## config.mk

```make
export PLATFORM = sky130hd
export DESIGN_NAME = risc_controller
export DESIGN_NICKNAME = d
export VERILOG_FILES = /design/src/rtl/risc_pkg.sv /design/src/rtl/risc_controller.sv
export SDC_FILE = /design/constraint.sdc
export NUM_CORES = 1
export LEC_CHECK = 0
export CORE_AREA = 2 2 39 41
export CTS_BUF_LIST = sky130_fd_sc_hd__clkbuf_8
export CTS_CLUSTER_DIAMETER = 120
export DETAILED_ROUTE_END_ITERATION = 10
export DIE_AREA = 0 0 41 43
export HOLD_SLACK_MARGIN = 0.05
export PLACE_DENSITY = 0.74
export SYNTH_ARGS = -nofsm -noshare
export SYNTH_HDL_FRONTEND = slang
export SYNTH_SLANG_ARGS = --single-unit
```

## constraint.sdc

```tcl
create_clock -name clk -period 4.7 [get_ports clk]
set_clock_uncertainty 0.05 [all_clocks]
set_input_delay 0.47 -clock clk [delete_from_list [all_inputs] [get_ports clk]]
set_output_delay 0.47 -clock clk [all_outputs]
set_load 0.05 [all_outputs]
```

## src/rtl/risc_pkg.sv

```systemverilog
// Shared constants for the 8-bit accumulator CPU.
// Opcode encoding, instruction-cycle phases and ALU-opcode classification.
package risc_pkg;

    localparam logic [2:0] OP_HLT = 3'b000;
    localparam logic [2:0] OP_SKZ = 3'b001;
    localparam logic [2:0] OP_ADD = 3'b010;
    localparam logic [2:0] OP_AND = 3'b011;
    localparam logic [2:0] OP_XOR = 3'b100;
    localparam logic [2:0] OP_LDA = 3'b101;
    localparam logic [2:0] OP_STO = 3'b110;
    localparam logic [2:0] OP_JMP = 3'b111;

    typedef enum logic [2:0] {
        PH_INST_ADDR  = 3'd0,
        PH_INST_FETCH = 3'd1,
        PH_INST_LOAD  = 3'd2,
        PH_IDLE       = 3'd3,
        PH_OP_ADDR    = 3'd4,
        PH_OP_FETCH   = 3'd5,
        PH_ALU_OP     = 3'd6,
        PH_STORE      = 3'd7
    } phase_e;

    function automatic logic is_aluop(input logic [2:0] op);
        return (op == OP_ADD) || (op == OP_AND) ||
               (op == OP_XOR) || (op == OP_LDA);
    endfunction

endpackage

```

## src/rtl/risc_controller.sv

```systemverilog
// Instruction sequencer: 8-phase cycle counter, opcode latch
// and the strobe decode for bus, register file and memory.
module risc_controller
    import risc_pkg::*;
#(
    parameter int OP_W        = 3,
    parameter bit HALT_FREEZE = 1'b1
) (
    input  logic            clk,
    input  logic            rst_n,
    input  logic [OP_W-1:0] opcode,
    input  logic            zero,
    output logic            sel,
    output logic            rd,
    output logic            ld_ir,
    output logic            inc_pc,
    output logic            ld_pc,
    output logic            data_e,
    output logic            ld_ac,
    output logic            wr,
    output logic            halt,
    output logic [2:0]      phase
);

    phase_e          phase_q;
    phase_e          phase_d;
    logic [OP_W-1:0] op_q;
    logic            aluop;
    logic            frozen;

    always_ff @(posedge clk or negedge rst_n) begin
        if (!rst_n) begin
            phase_q <= PH_INST_ADDR;
            op_q    <= OP_HLT;
        end else begin
            phase_q <= phase_d;
            if (phase_q == PH_IDLE)
                op_q <= opcode;
        end
    end

    assign aluop  = is_aluop(op_q);
    assign frozen = HALT_FREEZE && (phase_q == PH_OP_ADDR) && (op_q == OP_HLT);
    assign phase  = phase_q;

    always_comb begin
        phase_d = frozen ? phase_q : phase_e'(phase_q + 3'd1);
        sel     = 1'b0;
        rd      = 1'b0;
        ld_ir   = 1'b0;
        inc_pc  = 1'b0;
        ld_pc   = 1'b0;
        data_e  = 1'b0;
        ld_ac   = 1'b0;
        wr      = 1'b0;
        halt    = 1'b0;
        unique case (phase_q)
            PH_INST_ADDR: begin
                sel = 1'b1;
            end
            PH_INST_FETCH: begin
                sel = 1'b1;
                rd  = 1'b1;
            end
            PH_INST_LOAD, PH_IDLE: begin
                sel   = 1'b1;
                rd    = 1'b1;
                ld_ir = 1'b1;
            end
            PH_OP_ADDR: begin
                halt   = (op_q == OP_HLT);
                inc_pc = (op_q != OP_HLT);
            end
            PH_OP_FETCH: begin
                rd = aluop;
            end
            PH_ALU_OP: begin
                // zero only matters here, for SKZ
                rd     = aluop;
                inc_pc = (op_q == OP_SKZ) && zero;
                ld_pc  = (op_q == OP_JMP);
                data_e = (op_q == OP_STO);
            end
            PH_STORE: begin
                rd     = aluop;
                ld_ac  = aluop;
                ld_pc  = (op_q == OP_JMP);
                inc_pc = (op_q == OP_JMP);
                wr     = (op_q == OP_STO);
                data_e = (op_q == OP_STO);
            end
            default: ;
        endcase
    end

endmodule

```

# == Word level (Yosys, flattened, before mapping) ==
# Index checks and enable logic that the tools add are counted.
# classes
addsub,1
n_mul,0
div_mod_pow,0
n_lt_le_gt_ge,0
eq_ne,14
shift,0
n_mux,9
n_bitwise,0
n_reduce_logical,13
# ops
cell,count
3-bit equality test (second input constant),8
3-bit by 2-bit equality test with 1-bit output (second input constant),4
1-bit 2-to-1 mux,7
3-bit by 1-bit equality test with 1-bit output (second input constant),2
3-bit logical NOT,2
3-bit OR reduction,2
2-bit OR reduction,2
4-bit OR reduction,1
3-bit by 1-bit adder with 3-bit output (second input constant),1
1-bit logical OR,3
1-bit case mux with 3 select lines,1
3-bit nonzero test,1
1-bit logical AND,2
1-bit case mux with 2 select lines,1
# word_totals
regBits,6
latchBits,0
ram_bits,0
romBits,0
in_bits,6
out_inout_bits,12
memories,0

# == Longest topological paths before layout ==
# Gate-level depths: netlist of the first run.
# depth
ltp_word,5
ltp_mapped,5
ltp_nobuf,5

# == Worst setup path after synthesis of the first run ==
# Ideal clock, no wire load.
# synth_timing
kind,register to output
start,"reg phase_q[1], in the netlist phase[1]"
end,out inc_pc
arrival_ps,2488
required_ps,4180
path_slack_ps,1692
stages_incl_launch_ff,6
path_buffers,0
path_cell_list,dfrtp_1 > ha_1 > ha_1 > a32o_1 > a22oi_1 > o21ai_0
# synth_via
elab_chain_len,2
# synth_rtl
element,line_no,text
start: declaration,risc_controller.sv:25,phase_e phase_q;
start signal: assignment,risc_controller.sv:36,phase_q <= phase_d;
3-bit equality test,risc_controller.sv:57,unique case (phase_q)
1-bit case mux with 3 select lines *,risc_controller.sv:57,
end: declaration,risc_controller.sv:16,"output logic inc_pc,"
# Mark *: on every way between the ends. The rest lies on a longest branch, timed or not.

# == Final worst setup path of the first run ==
# Ends and elaborated chain as after synthesis.

==> run_results.csv, run 1 <==
group,metric,value,unit
yosys,synth_nets,58,
final_layout,syn_to_final_growth,50.0,%
yosys,ys_seq_area_share,33.1,%
floorplanning,start_util,32.7,%
clock_tree,cts_tree,"done",
grt,grt_first_pass_wirelength,1500,µm
status,status,"finished clean",
floorplanning,die_w,41,µm
detailed_routing,wl_per_cell,11.8,µm
clock_tree,ctsResizeCount,0,
clock_tree,cts_made_buffers,3,
final_layout,nFillCells,126,
worst_setup_path,cp.required,4.18,ns
yosys,synthDistinctLibCells,23,
yosys,netlist_area,453,µm²
place,gp_congestion,0.714,
worst_setup_path,slowest_stage,"clkdlybuf4s50_1",
place,placed_cells,78,
grt,grt_overflow,0,
min_path,hold_path_class,"input pin to async pin",
final_layout,stdcell_count,81,
yosys,synth_common_cells,"6 x dfrtp_1, 6 x ha_1, 4 x inv_1, 4 x nor2_1",
yosys,yosys.area.top_type,"dfrtp_1",
sta,max_freq,0.343,GHz
place,dpl.hpwl,735,µm
floorplanning,die_area,0.00176,mm²
grt,grt_max_degree,11,
final_layout,diodes,0,
worst_setup_path,path_cells,"ha_1, ha_1, a32o_1, a22oi_1, o21ai_0, clkdlybuf4s50_1",
worst_setup_path,regToRegStartpoint,"phase[1]",
grt,antenna_found_initial,0,
final_layout,drive_gt1_share,12.3,%
worst_setup_path,arrival,2.40,ns
sta,slew_headroom,66.5,%
yosys,synth_edf_count,0,
yosys,synth.area.top_cells,"dfrtp_1 33%, ha_1 17%, mux2_2 7.5%",
floorplanning,fp.dieH,43,µm
clock_tree,clkTransAtPathRegs,0.04,ns
clock_tree,clock-sinks,6,
worst_setup_path,worstRegToRegCells,3,
worst_setup_path,r2r-end,"op_q[2]",
final_layout,regArea,150,µm²
sta,setup_viol,0,
detailed_routing,drc,0,
detailed_routing,via_per_inst,4.94,
sta,rsz0062_at_grt,"false",
grt,grt_usage,13.4,%
floorplanning,core,0.00138,mm²
floorplanning,pin_count,18,
detailed_routing,vias,400,
clock_tree,clk_latency,0.22,ns
floorplanning,std_cell_rows,14,
worst_setup_path,cp_common_cell,"ha_1",
worst_setup_path,rrSetupSlack,3.22,ns
worst_setup_path,critPathMaxFanout,7,
yosys,synth_warnings,0,
yosys,synth_flop_cell,"dfrtp_1",
sta,worst_pin_slew,0.501,ns
worst_setup_path,end_kind,"primary output",
grt,grt_pass1_vias,347,
run,cap_violations,0,
yosys,syn_avg_cell_area,9.85,µm²
detailed_routing,initialDrtViolationCount,15,
clock_tree,post-cts-setup-buffers,0,
detailed_routing,drtAntennaViolNets,0,
place,port_buffers,17,
worst_setup_path,worstSetupStartpointType,"register",
final_layout,multi_input_area,283,µm²
yosys,synth_seq_cells,6,
yosys,synth.top_cell.area_share,33.1,%
clock_tree,htree_levels,1,
sta,hold_violations,0,
clock_tree,cts_hold_buf,0,
worst_setup_path,crit_type,"register to primary output",
clock_tree,cts_buffer_depth,2,
sta,whs,0.433,ns
sta,tns,0,ns
yosys,async_flop_share,100,%
yosys,synthCells,46,
sta,slew_viol_final,0,
detailed_routing,dr.pass1.iters,4,
sta,finalCriticalPeriod,2.92,ns
detailed_routing,finalWirelength,952,µm
clock_tree,cts_root_buffer,"clkbuf_8",
worst_setup_path,critical-path-max-stage-delay,0.71,ns
sta,finalCritPeriodShare,62.0,%
final_layout,finalNetCount,79,
==> sequential cells by signal, indices dropped and copies added, names as in the netlist <==
signal	flops
phase	3
op_q	3
==> worst max-delay path: cells and delay by family, from the launching register on <==
kind	cells	cell delay, ns
buf+inv	1	0.71
fa+ha+maj	2	0.46
compound gates	3	0.55
flops	1	0.45
==> through the flow <==
stage	area [µm²]	setup slack (ns)	util [%]
3_5_place_dp	638	2.01	46.1
2_1_floorplan	453	1.69	-
3_3_place_gp	638	2.05	46.1
6_report	679	1.78	49.1
4_1_cts	679	1.79	49.1
5_1_grt	679	1.68	49.1
==> layout make-up <==
cell class	count	area share, %
Multi-Input combinational cell	35	41.6
Inverter	4	2.21
Sequential cell	6	22.1
Clock buffer	3	6.08
Tap cell	16	2.95
Timing Repair Buffer	17	25.0
==> how the worst max path moves through the flow <==
stage,startpoint,to,slack (ns),cells after the start
4_1_cts,phase[1],inc_pc,1.79,6
5_1_grt,phase[1],inc_pc,1.68,6
3_3_place_gp,phase[1],inc_pc,2.05,6
2_1_floorplan,phase[1],inc_pc,1.69,5
6_report,phase[1],inc_pc,1.78,6
3_5_place_dp,zero,inc_pc,2.01,5
==> logic make-up after synthesis <==
logic type,count (synthesis),share of synthesized area [%]
buffers and inverters,5,4.42
AOI/OAI and AO/OA,7,11.6
and+or+nand+nor,16,19.6
DFF,6,33.1
muxes,4,10.8
adders and majority gates,6,16.6
xor gates and xnor gates,2,3.87
==> layer usage <==
layer | up-vias | GRT usage [%] | routed length [µm]
li1 | 200 | - | -
met1 | 185 | 17.9 | 439
met5 | - | 0 | 0
met3 | 0 | 4.71 | 32
met2 | 15 | 15.9 | 480
met4 | 0 | 12.0 | 0
==> cell usage in the layout (no fill, tap or decap), drive strengths merged <==
master,synthesis,routed
a211oi,1,1
a22oi,1,1
a32o,1,1
and2,2,2
and2b,1,1
and4b,1,1
clkbuf,1,3
clkdlybuf4s50,0,17
dfrtp,6,6
ha,6,6
inv,4,4
mux2,4,4
nand2,3,3
nand3,2,2
nor2,4,4
nor3,2,2
nor3b,1,1
o21ai,1,1
o21bai,2,2
o31ai,1,1
xnor2,1,1
xor2,1,1
Power of run 1 is left out: the tool's default activity adds up to more than one toggle a clock period on the data nets, which glitch-free logic cannot reach.
==> run 2: changes to the inputs <==
- clock period: 4.7 -> 2.92 ns (I/O delays scaled with it)
==> run 2 against run 1 <==
Net effect: sequential cell count stayed put; first-iteration DRC count fell by 6.7%; register-to-register slack worse by 1.8 ns; critical path depth unchanged; critical endpoint unchanged; design area is the same; utilization unchanged; cell count stayed put; count of clock-buffer cells in the layout stayed put; worst setup slack lost 1.5 ns; sequential share of layout area is the same; largest cell class unchanged; via count is 1.5% higher.
==> run_results.csv, run 2 (same netlist as run 1, synthesis figures left out) <==
group,metric,value,unit
status,status,"finished clean",
place,gp_congestion,0.733,
sta,max_freq,0.373,GHz
sta,worst_pin_slew,0.506,ns
floorplanning,pin_count,18,
worst_setup_path,rrSetupSlack,1.46,ns
place,port_buffers,17,
clock_tree,cts_root_buffer,"clkbuf_8",
detailed_routing,finalWirelength,947,µm
final_layout,multi_input_area,283,µm²
clock_tree,cts_hold_buf,0,
worst_setup_path,slowest_stage,"clkdlybuf4s50_1",
sta,slew_viol_final,0,
clock_tree,clk_latency,0.22,ns
sta,hold_violations,0,
grt,grt_max_degree,11,
floorplanning,start_util,32.7,%
worst_setup_path,end_kind,"primary output",
sta,finalWorstSetupSlack,0.242,ns
sta,setup_viol,0,
detailed_routing,drc,0,
floorplanning,die_area,0.00176,mm²
clock_tree,ctsResizeCount,0,
worst_setup_path,critical-path-max-stage-delay,0.71,ns
grt,grt_usage,13.6,%
grt,grt_first_pass_wirelength,1540,µm
final_layout,final_common_cell,"clkdlybuf4s50_1",
worst_setup_path,worstSetupStartpointType,"register",
final_layout,syn_to_final_growth,50.0,%
worst_setup_path,arrival,2.34,ns
clock_tree,clock-sinks,6,
final_layout,drive_gt1_share,12.3,%
clock_tree,cts_tree,"done",
detailed_routing,via_per_inst,5.01,
final_layout,nFillCells,133,
final_layout,final_cell_mix,"17 x clkdlybuf4s50_1, 6 x ha_1, 6 x dfrtp_1, 4 x inv_1, 4 x nor2_1",
clock_tree,post-cts-setup-buffers,0,
detailed_routing,wl_per_cell,11.7,µm
detailed_routing,dr.pass1.iters,4,
worst_setup_path,crit_type,"register to primary output",
sta,finalCritPeriodShare,91.7,%
grt,grt_overflow,0,
final_layout,diodes,0,
worst_setup_path,critPathMaxFanout,7,
sta,slew_headroom,66.2,%
final_layout,regArea,150,µm²
worst_setup_path,cp_common_cell,"ha_1",
final_layout,finalNetCount,79,
clock_tree,cts_made_buffers,3,
detailed_routing,drtAntennaViolNets,0,
grt,grt_pass1_vias,361,
sta,finalCriticalPeriod,2.68,ns
min_path,hold_path_class,"input pin to async pin",
detailed_routing,vias,406,
place,dpl.hpwl,763,µm
grt,antenna_found_initial,0,
place,dp_slack,0.453,ns
floorplanning,core,0.00138,mm²
detailed_routing,initialDrtViolationCount,14,
sta,tns,0,ns
floorplanning,die_w,41,µm
floorplanning,std_cell_rows,14,
floorplanning,fp.dieH,43,µm
worst_setup_path,path_cells,"ha_1, ha_1, a32o_1, a22oi_1, o21ai_0, clkdlybuf4s50_1",
run,cap_violations,0,
clock_tree,cts_buffer_depth,2,
clock_tree,clkTransAtPathRegs,0.03,ns
clock_tree,htree_levels,1,
sta,rsz0062_at_grt,"false",
worst_setup_path,cp.required,2.58,ns
[run 2: metrics by stage]
step | instance area [µm²] | hold slack [ns] | std cells | utilization, %
after floorplan | 453 | -0.0536 | 46 | -
after global placement | 638 | 0.495 | 78 | 46.1
after detailed placement | 638 | 0.498 | 78 | 46.1
after CTS | 679 | 0.260 | 81 | 49.1
after global routing | 679 | 0.285 | 81 | 49.1
final | 679 | 0.260 | 81 | 49.1
[run 2: area by class of cell]
type                    count  area share [%]
clock buffers               3            6.08
repair buffers             17            25.0
multi-input cells          35            41.6
well taps                  16            2.95
flip-flops and latches      6            22.1
inverters                   4            2.21
[run 2: path summary, 6_finish.rpt]
check	start	to	cells after the start
max in group asynchronous	rst_n	phase[0]	1
worst min register to register	phase[1]	phase[1]	1
min in group clk	phase[1]	phase[1]	1
worst max register to register	phase[1]	phase[1]	4
worst min-delay path	rst_n	op_q[0]	1
worst max-delay path	phase[1]	inc_pc	6
[run 2: worst max-delay path, delay by kind of cell, from the launching register on]
family                     cells  cell delay, ns
buffers and inverters          1            0.71
adders and majority gates      2            0.45
DFF                            1            0.43
AOI/OAI and AO/OA              3            0.52
[run 2: layer usage]
metal	track usage [%]	vias up	share of wire (%)
li1	-	200	-
met1	19.2	185	42
met2	16.3	17	49
met3	1.57	4	5.6
met4	14.0	0	3.2
met5	0	-	0
Power of run 2 is left out for the same reason.
